--- config.mk ---
export PLATFORM = sky130hd
export DESIGN_NAME = fifo_wr_ingress_flat
export DESIGN_NICKNAME = d
export VERILOG_FILES = /design/src/rtl/fifo_pkg.sv /design/src/rtl/fifo_wr_ingress_if.sv /design/src/rtl/fifo_wr_ingress_skid_buf2.sv /design/src/rtl/fifo_wr_ingress.sv /design/src/flat_wrapper.sv
export SDC_FILE = /design/constraint.sdc
export NUM_CORES = 1
export LEC_CHECK = 0
export CORE_ASPECT_RATIO = 0.75
export CORE_MARGIN = 8
export CORE_UTILIZATION = 35
export DETAILED_ROUTE_END_ITERATION = 10
export HOLD_SLACK_MARGIN = 0.12
export PLACE_DENSITY_LB_ADDON = 0.15
export SLEW_MARGIN = 20
export SYNTH_ARGS = -nofsm -noshare
export SYNTH_HDL_FRONTEND = slang
export SYNTH_SLANG_ARGS = --single-unit
--- constraint.sdc ---
create_clock -name wclk -period 1.25 [get_ports wclk]
set_clock_uncertainty 0.1 [all_clocks]
set_input_delay 0.1875 -clock wclk [delete_from_list [all_inputs] [get_ports wclk]]
set_output_delay 0.1875 -clock wclk [all_outputs]
set_load 0.01 [all_outputs]
--- src/rtl/fifo_pkg.sv ---
// Shared async-FIFO helpers for both write and read sides: pointer type, skid states, Gray decode.
// Pure declarations; no latency or backpressure of its own.
package fifo_pkg;

    localparam int FIFO_ADDR_WIDTH = 8;
    localparam int PTR_W_MAX       = 32;

    typedef logic [FIFO_ADDR_WIDTH:0] ptr_t;

    typedef enum logic [1:0] {
        SKID_EMPTY,
        SKID_ONE,
        SKID_TWO
    } skid_state_e;

    // Bits at or above 'width' are forced to zero, so any pointer up to PTR_W_MAX bits decodes correctly.
    function automatic logic [PTR_W_MAX-1:0] gray2bin(input logic [PTR_W_MAX-1:0] gray, input int width);
        logic [PTR_W_MAX-1:0] bin;
        logic                 acc;
        bin = '0;
        acc = 1'b0;
        for (int i = PTR_W_MAX - 1; i >= 0; i--) begin
            if (i < width) begin
                acc    = acc ^ gray[i];
                bin[i] = acc;
            end
        end
        return bin;
    endfunction

endpackage

--- src/rtl/fifo_wr_ingress_if.sv ---
// Write-ingress bundle: producer stream, write-pointer block strobe/data, synchronized read pointer, level.
// Signal bundle only; latency and backpressure are set by the modules on either side.
interface fifo_wr_ingress_if #(
    parameter int DATA_WIDTH = 8,
    parameter int ADDR_WIDTH = 8
) ();

    logic                  s_valid;
    logic                  s_ready;
    logic [DATA_WIDTH-1:0] s_data;
    logic                  wfull;
    logic [ADDR_WIDTH:0]   wq2_rptr;
    logic                  winc;
    logic [DATA_WIDTH-1:0] wdata;
    logic [ADDR_WIDTH:0]   wlevel;
    logic                  walmost_full;

    modport master (
        output s_valid, s_data, wfull, wq2_rptr,
        input  s_ready, winc, wdata, wlevel, walmost_full
    );

    modport slave (
        input  s_valid, s_data, wfull, wq2_rptr,
        output s_ready, winc, wdata, wlevel, walmost_full
    );

endinterface

--- src/rtl/fifo_wr_ingress_skid_buf2.sv ---
// Two-entry skid buffer; word accepted at edge N is offered on out_vld in cycle N+1.
// in_rdy is registered; one extra word lands in the skid register when out_rdy drops, then in_rdy falls.
module skid_buf2
    import fifo_pkg::*;
#(
    parameter int DATA_WIDTH = 8
) (
    input  logic                  clk,
    input  logic                  rst_n,
    input  logic                  in_vld,
    output logic                  in_rdy,
    input  logic [DATA_WIDTH-1:0] in_dat,
    output logic                  out_vld,
    input  logic                  out_rdy,
    output logic [DATA_WIDTH-1:0] out_dat
);

    skid_state_e           state_q, state_d;
    logic [DATA_WIDTH-1:0] out_q, out_d;
    logic [DATA_WIDTH-1:0] skid_q, skid_d;
    logic                  rdy_q, rdy_d;
    logic                  accept;
    logic                  pop;

    assign accept  = in_vld & rdy_q;
    assign out_vld = (state_q != SKID_EMPTY);
    assign pop     = out_vld & out_rdy;
    assign in_rdy  = rdy_q;
    assign out_dat = out_q;

    always_comb begin
        state_d = state_q;
        out_d   = out_q;
        skid_d  = skid_q;
        case (state_q)
            SKID_EMPTY: begin
                if (accept) begin
                    out_d   = in_dat;
                    state_d = SKID_ONE;
                end
            end
            SKID_ONE: begin
                if (accept && pop) begin
                    out_d = in_dat;
                end else if (accept) begin
                    skid_d  = in_dat;
                    state_d = SKID_TWO;
                end else if (pop) begin
                    state_d = SKID_EMPTY;
                end
            end
            SKID_TWO: begin
                // rdy_q is low in this state, so only the drain path exists.
                if (pop) begin
                    out_d   = skid_q;
                    state_d = SKID_ONE;
                end
            end
            default: state_d = SKID_EMPTY;
        endcase
        rdy_d = (state_d != SKID_TWO);
    end

    always_ff @(posedge clk) begin
        if (!rst_n) begin
            state_q <= SKID_EMPTY;
            out_q   <= '0;
            skid_q  <= '0;
            rdy_q   <= 1'b0;
        end else begin
            state_q <= state_d;
            out_q   <= out_d;
            skid_q  <= skid_d;
            rdy_q   <= rdy_d;
        end
    end

endmodule

--- src/rtl/fifo_wr_ingress.sv ---
// Async-FIFO write ingress: skid-buffered producer stream to winc/wdata; level/almost-full when FIFO_WR_LEVEL_EN.
// Word shows on winc one cycle after accept; wfull holds the output word and s_ready drops after one skid word.
module fifo_wr_ingress
    import fifo_pkg::*;
#(
    parameter int DATA_WIDTH   = 8,
    parameter int ADDR_WIDTH   = 8,
    parameter int AFULL_THRESH = (2 ** ADDR_WIDTH) - 2
) (
    input logic               wclk,
    input logic               wrst_n,
    fifo_wr_ingress_if.slave  bus
);

    typedef logic [ADDR_WIDTH:0] wptr_t;

    logic out_vld;
    logic out_rdy;

    assign out_rdy  = ~bus.wfull;
    assign bus.winc = out_vld & out_rdy;

    skid_buf2 #(
        .DATA_WIDTH(DATA_WIDTH)
    ) u_skid (
        .clk     (wclk),
        .rst_n   (wrst_n),
        .in_vld  (bus.s_valid),
        .in_rdy  (bus.s_ready),
        .in_dat  (bus.s_data),
        .out_vld (out_vld),
        .out_rdy (out_rdy),
        .out_dat (bus.wdata)
    );

`ifdef FIFO_WR_LEVEL_EN
    localparam wptr_t AFULL_LVL = wptr_t'(AFULL_THRESH);

    wptr_t wbin_q, wbin_d;
    wptr_t rbin_q, rbin_d;
    wptr_t wlevel_q, wlevel_d;
    logic  afull_q, afull_d;

    // Current write folded in, lagged read side: the level can only over-report.
    always_comb begin
        wbin_d   = wbin_q + wptr_t'(bus.winc);
        rbin_d   = wptr_t'(gray2bin(PTR_W_MAX'(bus.wq2_rptr), ADDR_WIDTH + 1));
        wlevel_d = wbin_d - rbin_q;
        afull_d  = (wlevel_q >= AFULL_LVL);
    end

    always_ff @(posedge wclk) begin
        if (!wrst_n) begin
            wbin_q   <= '0;
            rbin_q   <= '0;
            wlevel_q <= '0;
            afull_q  <= 1'b0;
        end else begin
            wbin_q   <= wbin_d;
            rbin_q   <= rbin_d;
            wlevel_q <= wlevel_d;
            afull_q  <= afull_d;
        end
    end

    assign bus.wlevel       = wlevel_q;
    assign bus.walmost_full = afull_q;
`else
    logic unused_cfg;
    assign unused_cfg       = ^{bus.wq2_rptr, wptr_t'(AFULL_THRESH)};
    assign bus.wlevel       = '0;
    assign bus.walmost_full = 1'b0;
`endif

endmodule

--- src/flat_wrapper.sv ---
// flat-port wrapper written by rule: the top's interface ports become plain ports
module fifo_wr_ingress_flat import fifo_pkg::*;
#(
    parameter int DATA_WIDTH   = 8,
    parameter int ADDR_WIDTH   = 8,
    parameter int AFULL_THRESH = (2 ** ADDR_WIDTH) - 2
)
  (wclk, wrst_n, bus_s_valid, bus_s_data, bus_wfull, bus_wq2_rptr, bus_s_ready, bus_winc, bus_wdata, bus_wlevel, bus_walmost_full);
  fifo_wr_ingress_if #(.DATA_WIDTH(DATA_WIDTH), .ADDR_WIDTH(ADDR_WIDTH)) bus_i ();
  input logic wclk;
  input logic wrst_n;
  input wire logic [$bits(bus_i.s_valid)-1:0] bus_s_valid;
  input wire logic [$bits(bus_i.s_data)-1:0] bus_s_data;
  input wire logic [$bits(bus_i.wfull)-1:0] bus_wfull;
  input wire logic [$bits(bus_i.wq2_rptr)-1:0] bus_wq2_rptr;
  output wire logic [$bits(bus_i.s_ready)-1:0] bus_s_ready;
  output wire logic [$bits(bus_i.winc)-1:0] bus_winc;
  output wire logic [$bits(bus_i.wdata)-1:0] bus_wdata;
  output wire logic [$bits(bus_i.wlevel)-1:0] bus_wlevel;
  output wire logic [$bits(bus_i.walmost_full)-1:0] bus_walmost_full;
  assign bus_i.s_valid = bus_s_valid;
  assign bus_i.s_data = bus_s_data;
  assign bus_i.wfull = bus_wfull;
  assign bus_i.wq2_rptr = bus_wq2_rptr;
  assign bus_s_ready = bus_i.s_ready;
  assign bus_winc = bus_i.winc;
  assign bus_wdata = bus_i.wdata;
  assign bus_wlevel = bus_i.wlevel;
  assign bus_walmost_full = bus_i.walmost_full;
  fifo_wr_ingress #(.DATA_WIDTH(DATA_WIDTH), .ADDR_WIDTH(ADDR_WIDTH), .AFULL_THRESH(AFULL_THRESH)) u_core (.wclk(wclk), .wrst_n(wrst_n), .bus(bus_i));
endmodule
# ---- Yosys cells after proc, flatten, opt, wreduce, memory -nomap -nowiden
# Cells that the tools add are included.
# Widths: inputs -> output; s select.
dict set report word_totals {
  out_inout_bits 20
  reg_bits 19
  inputBits 21
}
dict set report op_classes {
  reduce_logical 6
  eq_ne 6
  muxes 10
  n_bitwise 4
}
# op n
set ops {}
lappend ops {{$mux 8} 3}
lappend ops {{$pmux 8 s3} 1}
lappend ops {{$mux 2} 5}
lappend ops {{$ne 2x2->1 const B} 4}
lappend ops {{$pmux 2 s3} 1}
lappend ops {{$reduce_and 4->1} 1}
lappend ops {{$reduce_and 3->1} 1}
lappend ops {{$reduce_bool 3->1} 1}
lappend ops {{$and 1x1->1} 2}
lappend ops {{$eq 2x1->1 const B} 1}
lappend ops {{$eq 2x2->1 const B} 1}
lappend ops {{$logic_not 2->1} 1}
lappend ops {{$not 1->1} 2}
lappend ops {{$reduce_bool 2->1} 1}
lappend ops {{$logic_and 1x1->1} 1}

# ---- Longest topological paths before layout
# Gate-level depths: netlist of the first run.
dict set report logic_depth {
  ltp_word 7
  depth_mapped 5
  depth_no_buf 4
}

# ---- Modules after synthesis
# From an unflattened synthesis of the first run, not the netlist that was laid out.
dict set report hier_totals {
  hier_cells 93
  hier_area_um2 953.4
}
# module area_per_inst_um2 cells_each instances
set by_module_without_submodules {}
lappend by_module_without_submodules {skid_buf2 864.6 80 1}
lappend by_module_without_submodules {fifo_wr_ingress 88.8 13 1}

# ---- Worst setup path before layout of the first run
# Ideal clock, no wire load.
dict set report synth_timing {
  path_type {reg2reg}
  from {register u_core.u_skid.rdy_q (netlist: u_core.u_skid.in_rdy)}
  to {register u_core.u_skid.skid_q[0]}
  arrival_ns 1.144
  required_time_ns 1.032
  setup_slack_ns -0.112
  synth_period_minus_slack_ns 1.362
  stages_incl_launch_ff 5
  cell_sequence {dfxtp_1 > nand2_1 > nor3_4 > mux2i_1 > nor2_1}
}
dict set report synth_between {
  elab_chain_len 4
}
# element line_no
set synth_lines {}
lappend synth_lines {{start, declared} fifo_wr_ingress_skid_buf2.sv:21} ;# logic rdy_q, rdy_d;
lappend synth_lines {{start signal, assigned} fifo_wr_ingress_skid_buf2.sv:74} ;# rdy_q <= rdy_d;
lappend synth_lines {{$and 1x1->1 *} fifo_wr_ingress_skid_buf2.sv:25} ;# assign accept = in_vld & rdy_q;
lappend synth_lines {{$logic_and 1x1->1} fifo_wr_ingress_skid_buf2.sv:43} ;# if (accept && pop) begin
lappend synth_lines {{$not 1->1 (no line)} -}
lappend synth_lines {{$reduce_and 3->1 (no line) *} -}
lappend synth_lines {{end signal, assigned} fifo_wr_ingress_skid_buf2.sv:73} ;# skid_q <= skid_d;
lappend synth_lines {{end, declared} fifo_wr_ingress_skid_buf2.sv:20} ;# logic [DATA_WIDTH-1:0] skid_q, skid_d;
# Every way passes the cells marked *; elsewhere a longest branch is shown, timed or not.
# A chain may end at the register's enable or synchronous reset.

# ---- Worst setup path in the final report of the first run
dict set report layout_timing {
  from {register u_core.u_skid.state_q[1]}
  to {register u_core.u_skid.skid_q[2]}
}
dict set report layout_between {
  elab_chain_len 5
  word_cells_on_any_way 6
}
# element line_no
set layout_lines {}
lappend layout_lines {{start, declared} fifo_wr_ingress_skid_buf2.sv:18} ;# skid_state_e state_q, state_d;
lappend layout_lines {{start signal, assigned} fifo_wr_ingress_skid_buf2.sv:71} ;# state_q <= state_d;
lappend layout_lines {{$reduce_bool 2->1} fifo_wr_ingress_skid_buf2.sv:26} ;# assign out_vld = (state_q != SKID_EMPTY);
lappend layout_lines {{$and 1x1->1} fifo_wr_ingress_skid_buf2.sv:27} ;# assign pop = out_vld & out_rdy;
lappend layout_lines {{$logic_and 1x1->1} fifo_wr_ingress_skid_buf2.sv:43}
lappend layout_lines {{$not 1->1 (no line)} -}
lappend layout_lines {{$reduce_and 3->1 (no line) *} -}
# Marks and branches as above.

==> reports/metrics.cfg, run 1 <==
[status]
status = finished, violations left
violations = setup timing

[detailed_routing]
dr.pass1.iters = 4
drc = 0
vias = 693
first_iter_violations = 37
ant_nets = 0
totalWireLength_um = 2070
wl_per_cell_um = 13.1
viasPerCell = 4.39

[clock_network]
cts_sinks = 19
ctsHoldBuffers = 0
cts_made_buffers = 3
path_clk_slew_ns = 0.10
cts-root-buf = clkbuf_4
clockBufferDepth = 2
cts.htree.levels = 1
insertion_delay_ns = 0.29
cts_tree = yes

[yosys]
ys_top_cells_by_area = dfxtp_1 (44%), mux2i_1 (21%), buf_4 (8.8%)
synth_top_area_cell = dfxtp_1
ys_seq_area_frac = 0.444
syn_area_um2 = 857
synth_warnings = 0
synth_top_area_frac = 0.444
ys_ff_latch = 19
synth_area_per_cell_um2 = 9.52
yosysUniqueCellTypes = 18
netlist_instances = 90

[placement]
placedInstanceArea_um2 = 1170
dp_hpwl_um = 1490
io_buffers = 21
gp_congestion = 0.777

[pwr]
p_switching_w = 0.000316
p_clk_frac = 0.254
comb_power_share = 0.199
seqPwrFrac = 0.547
ir_drop_uv = 428
internal_power_w = 0.000877
total_power_w = 0.00119
swShare = 0.265
leakage_nw = 0.567
power_density_nw_per_um2 = 911

[timing]
finalSetupTns_ns = -0.404
period_needed_ns = 1.31
rsz0062_at_grt = yes
max_clock_freq_mhz = 764
hold-worst-slack_ns = 0.354
fin_crit_sh = 1.05
final-hold-violation-count = 0
slew_violations = 0
finalSetupViolCount = 14
finalWorstSetupSlack_ns = -0.0587

[floorplanning]
dieWidth_um = 73.1
core.rowCount = 15
coreArea_um2 = 2310
die_height_um = 58.9
die_area_um2 = 4300
io_pins = 41
start_util = 0.371

[worst_setup_path]
cp-start-kind = flip-flop
path_class = reg2reg
slowest_stage = dfxtp_2
cp.arrival_ns = 1.40
worstSetupEndpointType = flip-flop
path_max_fanout = 8
r2r_cells = 5
crit_required_ns = 1.34
critPathMaxStageDelay_ns = 0.35
path_cells = buf_6 > nor3_4 > buf_12 > mux2i_2 > nor2_1

[hold_path]
whs_path_depth = 3
min_path_type = in2reg

[cells_and_area]
drive_gt1_frac = 0.306
diodes = 0
nets = 146
syn_to_final_growth_pct = 52.7
nFillCells = 211
stdcell_area_um2 = 1310

[grt]
grt_pass1_wl_um = 2990
grt_start_max_net_pins = 16
antenna_found_initial = 0
first_global_vias = 653
grt_remaining_overflow = 0
grt.total_usage = 0.0912

[job]
cap_violations = 0

==> power by group through the flow <==
stage / registers (W) / clock network [W] / logic, W
2_1_floorplan: 0.000673 / 0 / 0.000109
5_1_grt: 0.000656 / 0.000340 / 0.000258
4_1_cts: 0.000650 / 0.000326 / 0.000206
3_3_place_gp: 0.000664 / 0 / 0.000218
3_5_place_dp: 0.000664 / 0 / 0.000218
6_report: 0.000652 / 0.000303 / 0.000238
==> through the flow <==
step / std cells / util / setup WS, ns
global placement: 152 / 0.508 / -0.444
finish: 158 / 0.567 / -0.0587
floorplan: 99 / - / -0.0398
global route: 158 / 0.567 / -0.116
detailed placement: 152 / 0.508 / -0.468
CTS: 157 / 0.525 / -0.122
==> synth_stat cells <==
cell      number
a21oi_1       10
a22oi_1        1
a41o_1         1
and3_2         1
buf_2          1
buf_4         10
clkbuf_1       1
clkinv_1       1
conb_1         1
dfxtp_1       19
inv_1          2
mux2i_1       18
nand2_1        2
nand2_2        2
nor2_1         9
nor3_4         1
nor3b_1        1
o21ai_0        9
==> worst max-delay path, delay by kind of cell, from the launching register on <==
kind / cells / cell delay (ns)
buffers and inverters: 2 / 0.29
DFF: 1 / 0.35
muxes: 1 / 0.20
and+or+nand+nor: 2 / 0.27
==> cell type report <==
type                       instances  area (um2)  share of cell area
clock buffer                       4        26.3              0.0201
multi-input combinational         66         528               0.403
inverter                           3        11.3             0.00860
tap                               34        42.5              0.0325
timing repair buffer              32         312               0.238
sequential                        19         389               0.297
==> metal layers <==
metal / vias up / routed length, um / global-route usage
met5: - / 0 / 0
met4: 0 / 27 / 0.0341
met3: 2 / 134 / 0.0288
met2: 26 / 863 / 0.130
met1: 300 / 1050 / 0.124
li1: 365 / - / -
==> cells by family after synthesis <==
kind of cell / count (synthesis) / synth area share
other: 1 / 0.00438
and+or+nand+nor: 16 / 0.0993
buffers and inverters: 15 / 0.111
muxes: 18 / 0.210
DFF: 19 / 0.444
AOI/OAI and AO/OA: 21 / 0.131
==> path summary, 6_finish.rpt <==
| check | startpoint | end | slack [ns] |
|---|---|---|---|
| max | u_core.u_skid.state_q[1] | u_core.u_skid.skid_q[2] | -0.06 |
| max reg2reg | u_core.u_skid.state_q[1] | u_core.u_skid.skid_q[2] | -0.06 |
| min | bus_wfull | u_core.u_skid.in_rdy | 0.35 |
| min reg2reg | u_core.u_skid.skid_q[1] | u_core.u_skid.skid_q[1] | 0.40 |
==> cells in the final DEF (no fill, tap or decap), types with 4 or more instances in the layout <==
cell,n
mux2i_4,4
o21ai_0,6
clkdlybuf4s50_1,9
dlygate4sd2_1,10
nor2_1,9
buf_4,6
conb_1,10
dfxtp_1,16
mux2i_1,12
a21oi_1,7
==> repair_timing <==
item | CTS | global route
cloned | 0 | 1
resized for setup | 22 | 22
setup buffers | 1 | 1
hold endpoints to repair | 0 | 0
pin swaps | 1 | 12
endpoints found under the setup margin | 27 | 19
==> registers in the layout, indices dropped and copies added, names as in the netlist <==
name / flops
u_core.u_skid.out_dat: 8
u_core.u_skid.skid_q: 8
u_core.u_skid.state_q: 2
u_core.u_skid.in_rdy: 1
(Power assumes the default switching activity.)
==> run 2, diff against run 1 <==
CTS_BUF_LIST = sky130_fd_sc_hd__clkbuf_16   (was default)
SLEW_MARGIN = default   (was 20)
==> reports/metrics.cfg, run 2 (synthesis gave the netlist of run 1 again) <==
[status]
status = finished, violations left
violations = setup timing

[cells_and_area]
syn_to_final_growth_pct = 59.3
final_common_cell = dfxtp_1
diodes = 0
drive_gt1_frac = 0.298
most-common-layout-cells = dfxtp_1 (16), mux2i_1 (12), dlygate4sd2_1 (11), conb_1 (10)
nFillCells = 205
utilization = 0.591
nets = 146

[pwr]
leakage_nw = 0.602
seqPwrFrac = 0.426
internal_power_w = 0.00118
p_switching_w = 0.000345
ir_drop_uv = 914
comb_power_share = 0.159
p_clk_frac = 0.415
power_density_nw_per_um2 = 1120
swShare = 0.226

[timing]
final-hold-violation-count = 0
fin_crit_sh = 1.04
slew_violations = 0
max_clock_freq_mhz = 770
period_needed_ns = 1.30
finalWorstSetupSlack_ns = -0.0483
finalSetupTns_ns = -0.295
rsz0062_at_grt = yes
finalSetupViolCount = 14

[grt]
first_global_vias = 656
antenna_found_initial = 0
grt_remaining_overflow = 0
grt_start_max_net_pins = 16
grt.total_usage = 0.0916
grt_pass1_wl_um = 3040

[floorplanning]
start_util = 0.371
core.rowCount = 15
coreArea_um2 = 2310
die_area_um2 = 4300
die_height_um = 58.9
io_pins = 41
dieWidth_um = 73.1

[clock_network]
insertion_delay_ns = 0.25
path_clk_slew_ns = 0.05
cts-root-buf = clkbuf_16
cts_made_buffers = 3
ctsHoldBuffers = 0
clockBufferDepth = 2
cts_sinks = 19
cts.htree.levels = 1
cts_tree = yes

[worst_setup_path]
critPathTopFamily = flip-flops
path_max_fanout = 8
critPathMaxStageDelay_ns = 0.35
crit_required_ns = 1.29
critPathBufInv = 2
cp.arrival_ns = 1.34
slowest_stage = dfxtp_4
worstSetupEndpointType = flip-flop
cp-start-kind = flip-flop
path_class = reg2reg
path_cells = buf_6 > nor3_4 > buf_12 > mux2i_2 > nor2_1

[placement]
dp_hpwl_um = 1490
gp_congestion = 0.777
io_buffers = 21
pre_cts_ws_ns = -0.468

[hold_path]
min_path_type = reg2reg

[detailed_routing]
dr_wl_met2_um = 801
top_layer_used = met4
wl_per_cell_um = 12.7
dr.pass1.iters = 4
drc = 0
viasPerCell = 4.39
m1WireLength_um = 1050
first_iter_violations = 26
ant_nets = 0
wl_met3_um = 121
vias = 693
totalWireLength_um = 2000

[job]
cap_violations = 0

run 2: cell types whose count changed in the layout (fill, tap and decap cells not counted), sizes merged:
| cell | before | now |
|---|---|---|
| dlygate4sd2 | 10 | 11 |
| inv | 2 | 3 |
| a41o | 2 | 1 |
| clkbuf | 4 | 3 |
| clkdlybuf4s15 | 1 | 0 |
| buf | 12 | 13 |
run 2: path summary, 6_finish.rpt:
check | end | startpoint | cells after the start | slack, ns
worst max-delay path | u_core.u_skid.skid_q[2] | u_core.u_skid.state_q[1] | 5 | -0.05
worst min-delay path | u_core.u_skid.skid_q[1] | u_core.u_skid.skid_q[1] | 2 | 0.39
worst min register to register | u_core.u_skid.skid_q[1] | u_core.u_skid.skid_q[1] | 2 | 0.39
worst max register to register | u_core.u_skid.skid_q[2] | u_core.u_skid.state_q[1] | 5 | -0.05
run 2: tightest hold or removal path, delay by kind of cell (launching register included):
| kind | cells | cell delay, ns |
|---|---|---|
| AND/OR/NAND/NOR | 1 | 0.07 |
| flip-flops | 1 | 0.32 |
| multiplexers | 1 | 0.06 |
run 2: final cells by class:
class	count	area, um2	share of cell area
flip-flops and latches	19	389	0.285
repair buffers	33	322	0.236
clock buffers	3	75.1	0.0550
inverters	3	11.3	0.00825
multi-input cells	65	522	0.382
well taps	34	42.5	0.0312
clock inverters	1	3.75	0.00275
run 2: stage by stage:
stage	hold WS [ns]	cell area [um2]	power, W	std cells
after floorplan	0.169	911	0.000782	99
after global placement	0.373	1170	0.000882	152
after detailed placement	0.381	1170	0.000883	152
after CTS	0.394	1320	0.00153	158
after global routing	0.430	1370	0.00159	158
final	0.390	1370	0.00153	158
run 2: timing repair:
item / in CTS / in global routing
pin swaps: 5 / 3
endpoints found under the setup margin: 28 / 18
endpoints found under the hold margin: 0 / 0
resized for setup: 29 / 18
buffers inserted: 2 / 0
run 2: layer usage:
layer,vias to the layer above,GRT usage
met5,-,0
met4,0,0.0341
met3,2,0.0288
met2,24,0.132
met1,306,0.123
li1,361,-
run 2: power by group through the flow:
| stage | Clock (W) | Sequential, W | Combinational (W) |
|---|---|---|---|
| 6_report | 0.000633 | 0.000651 | 0.000243 |
| 5_1_grt | 0.000673 | 0.000653 | 0.000263 |
| 4_1_cts | 0.000654 | 0.000650 | 0.000224 |
| 3_5_place_dp | 0 | 0.000664 | 0.000218 |
| 3_3_place_gp | 0 | 0.000664 | 0.000218 |
| 2_1_floorplan | 0 | 0.000673 | 0.000109 |
==> run 3, diff against run 2 <==
PLACE_DENSITY_LB_ADDON = 0.12   (was 0.15)
==> reports/metrics.cfg, run 3 (synthesis gave the netlist of run 1 again) <==
[worst_setup_path]
cp-start-kind = flip-flop
path_max_fanout = 4
crit_required_ns = 1.29
path_cells = buf_6 > nor3_4 > buf_6 > mux2i_1 > nor2_1
critPathMaxStageDelay_ns = 0.33
critPathTopFamily = flip-flops
critPathBufInv = 2
timing.critical_path.mode_cell = buf_6
slowest_stage = dfxtp_2
worstSetupEndpointType = flip-flop
cp.arrival_ns = 1.33
path_class = reg2reg

[timing]
finalWorstSetupSlack_ns = -0.0379
finalSetupViolCount = 6
period_needed_ns = 1.29
rsz0062_at_grt = yes
slew_violations = 0
max_clock_freq_mhz = 776
fin_crit_sh = 1.03
final-hold-violation-count = 0

[status]
violations = setup timing
status = finished, violations left

[placement]
io_buffers = 21
gp_congestion = 0.786
dp_hpwl_um = 1570
placedInstanceArea_um2 = 1170
pre_cts_ws_ns = -0.512

[detailed_routing]
totalWireLength_um = 2300
vias = 740
drc = 0
viasPerCell = 4.60
first_iter_violations = 28
dr.pass1.iters = 4
wl_per_cell_um = 14.3
ant_nets = 0

[pwr]
power_density_nw_per_um2 = 1160
leakage_nw = 0.618
ir_drop_uv = 889

[job]
cap_violations = 0

[grt]
first_global_vias = 780
grt_pass1_wl_um = 3460
grt_start_max_net_pins = 16
grt_remaining_overflow = 0
grt.total_usage = 0.104
antenna_found_initial = 0

[clock_network]
insertion_delay_ns = 0.25
clockBufferDepth = 2
cts_tree = yes
ctsHoldBuffers = 0
cts_sinks = 19
cts.htree.levels = 1
cts_made_buffers = 3
cts-root-buf = clkbuf_16
path_clk_slew_ns = 0.05

[cells_and_area]
nets = 149
drive_gt1_frac = 0.276
utilization = 0.572
stdcell_area_um2 = 1320
most-common-layout-cells = mux2i_1 (16), dfxtp_1 (16), dlygate4sd2_1 (11), conb_1 (10)
syn_to_final_growth_pct = 54.0
diodes = 0

[floorplanning]
dieWidth_um = 73.1
start_util = 0.371
die_area_um2 = 4300
coreArea_um2 = 2310
die_height_um = 58.9
core.rowCount = 15
io_pins = 41

[hold_path]
min_path_type = reg2reg

run 3: cell count changes in the layout (fill, tap and decap cells not counted), moves of 2 or more:
cell and delta:
o21ai_1 -2, buf_6 +2, buf_4 +2, buf_12 -2, o21ai_2 -2, o21ai_0 +4, mux2i_1 +4, mux2i_4 -4
run 3: worst paths after layout:
path                             endpoint                      from  slack [ns]  depth (start not counted)
setup reg to reg  u_core.u_skid.skid_q[3]  u_core.u_skid.state_q[1]       -0.04                          5
hold reg to reg   u_core.u_skid.skid_q[7]   u_core.u_skid.skid_q[7]        0.39                          2
setup / recovery  u_core.u_skid.skid_q[3]  u_core.u_skid.state_q[1]       -0.04                          5
hold / removal    u_core.u_skid.skid_q[7]   u_core.u_skid.skid_q[7]        0.39                          2
run 3: cell type report:
cell class	instances	area, um2
multi-input combinational	66	475
clock inverter	1	5.00
timing repair buffer	35	319
clock buffer	3	75.1
inverter	3	13.8
tap	34	42.5
sequential	19	389
fill	228	988
run 3: routing by layer:
layer,part of all wire,up-vias,GRT usage
met3,0.090,6,0.0475
met4,0.015,0,0.0256
met5,0,-,0
met1,0.43,337,0.113
li1,-,370,-
met2,0.46,27,0.178
run 3: report_power, final:
group | leakage [nW] | switching, W | internal [W]
sequential | 0.157 | 0.0000199 | 0.000634
clock | 0.0409 | 0.000216 | 0.000428
combinational | 0.420 | 0.000118 | 0.000114
total | 0.618 | 0.000354 | 0.00118
run 3: stage by stage:
| stage | hold slack, ns | power, W | instances | TNS [ns] |
|---|---|---|---|---|
| final | 0.390 | 0.00153 | 161 | -0.102 |
| after floorplan | 0.169 | 0.000782 | 99 | -0.319 |
| after detailed placement | 0.382 | 0.000885 | 155 | -7.86 |
| after global routing | 0.435 | 0.00159 | 161 | -1.03 |
| after global placement | 0.372 | 0.000882 | 155 | -7.47 |
| after CTS | 0.376 | 0.00152 | 159 | -0.00273 |
run 3: worst reg2reg max path, delay by kind of cell (launching register included):
| kind | cells | cell delay (ns) |
|---|---|---|
| flops | 1 | 0.33 |
| buf+inv | 2 | 0.28 |
| simple gates | 2 | 0.27 |
| mux | 1 | 0.21 |
run 3: timing repair:
| item | 4_1_cts | 5_1_grt |
|---|---|---|
| resized for setup | 27 | 9 |
| pin swaps | 6 | 7 |
| setup buffers | 0 | 1 |
| setup endpoints to repair | 28 | 17 |
| gates cloned | 0 | 1 |
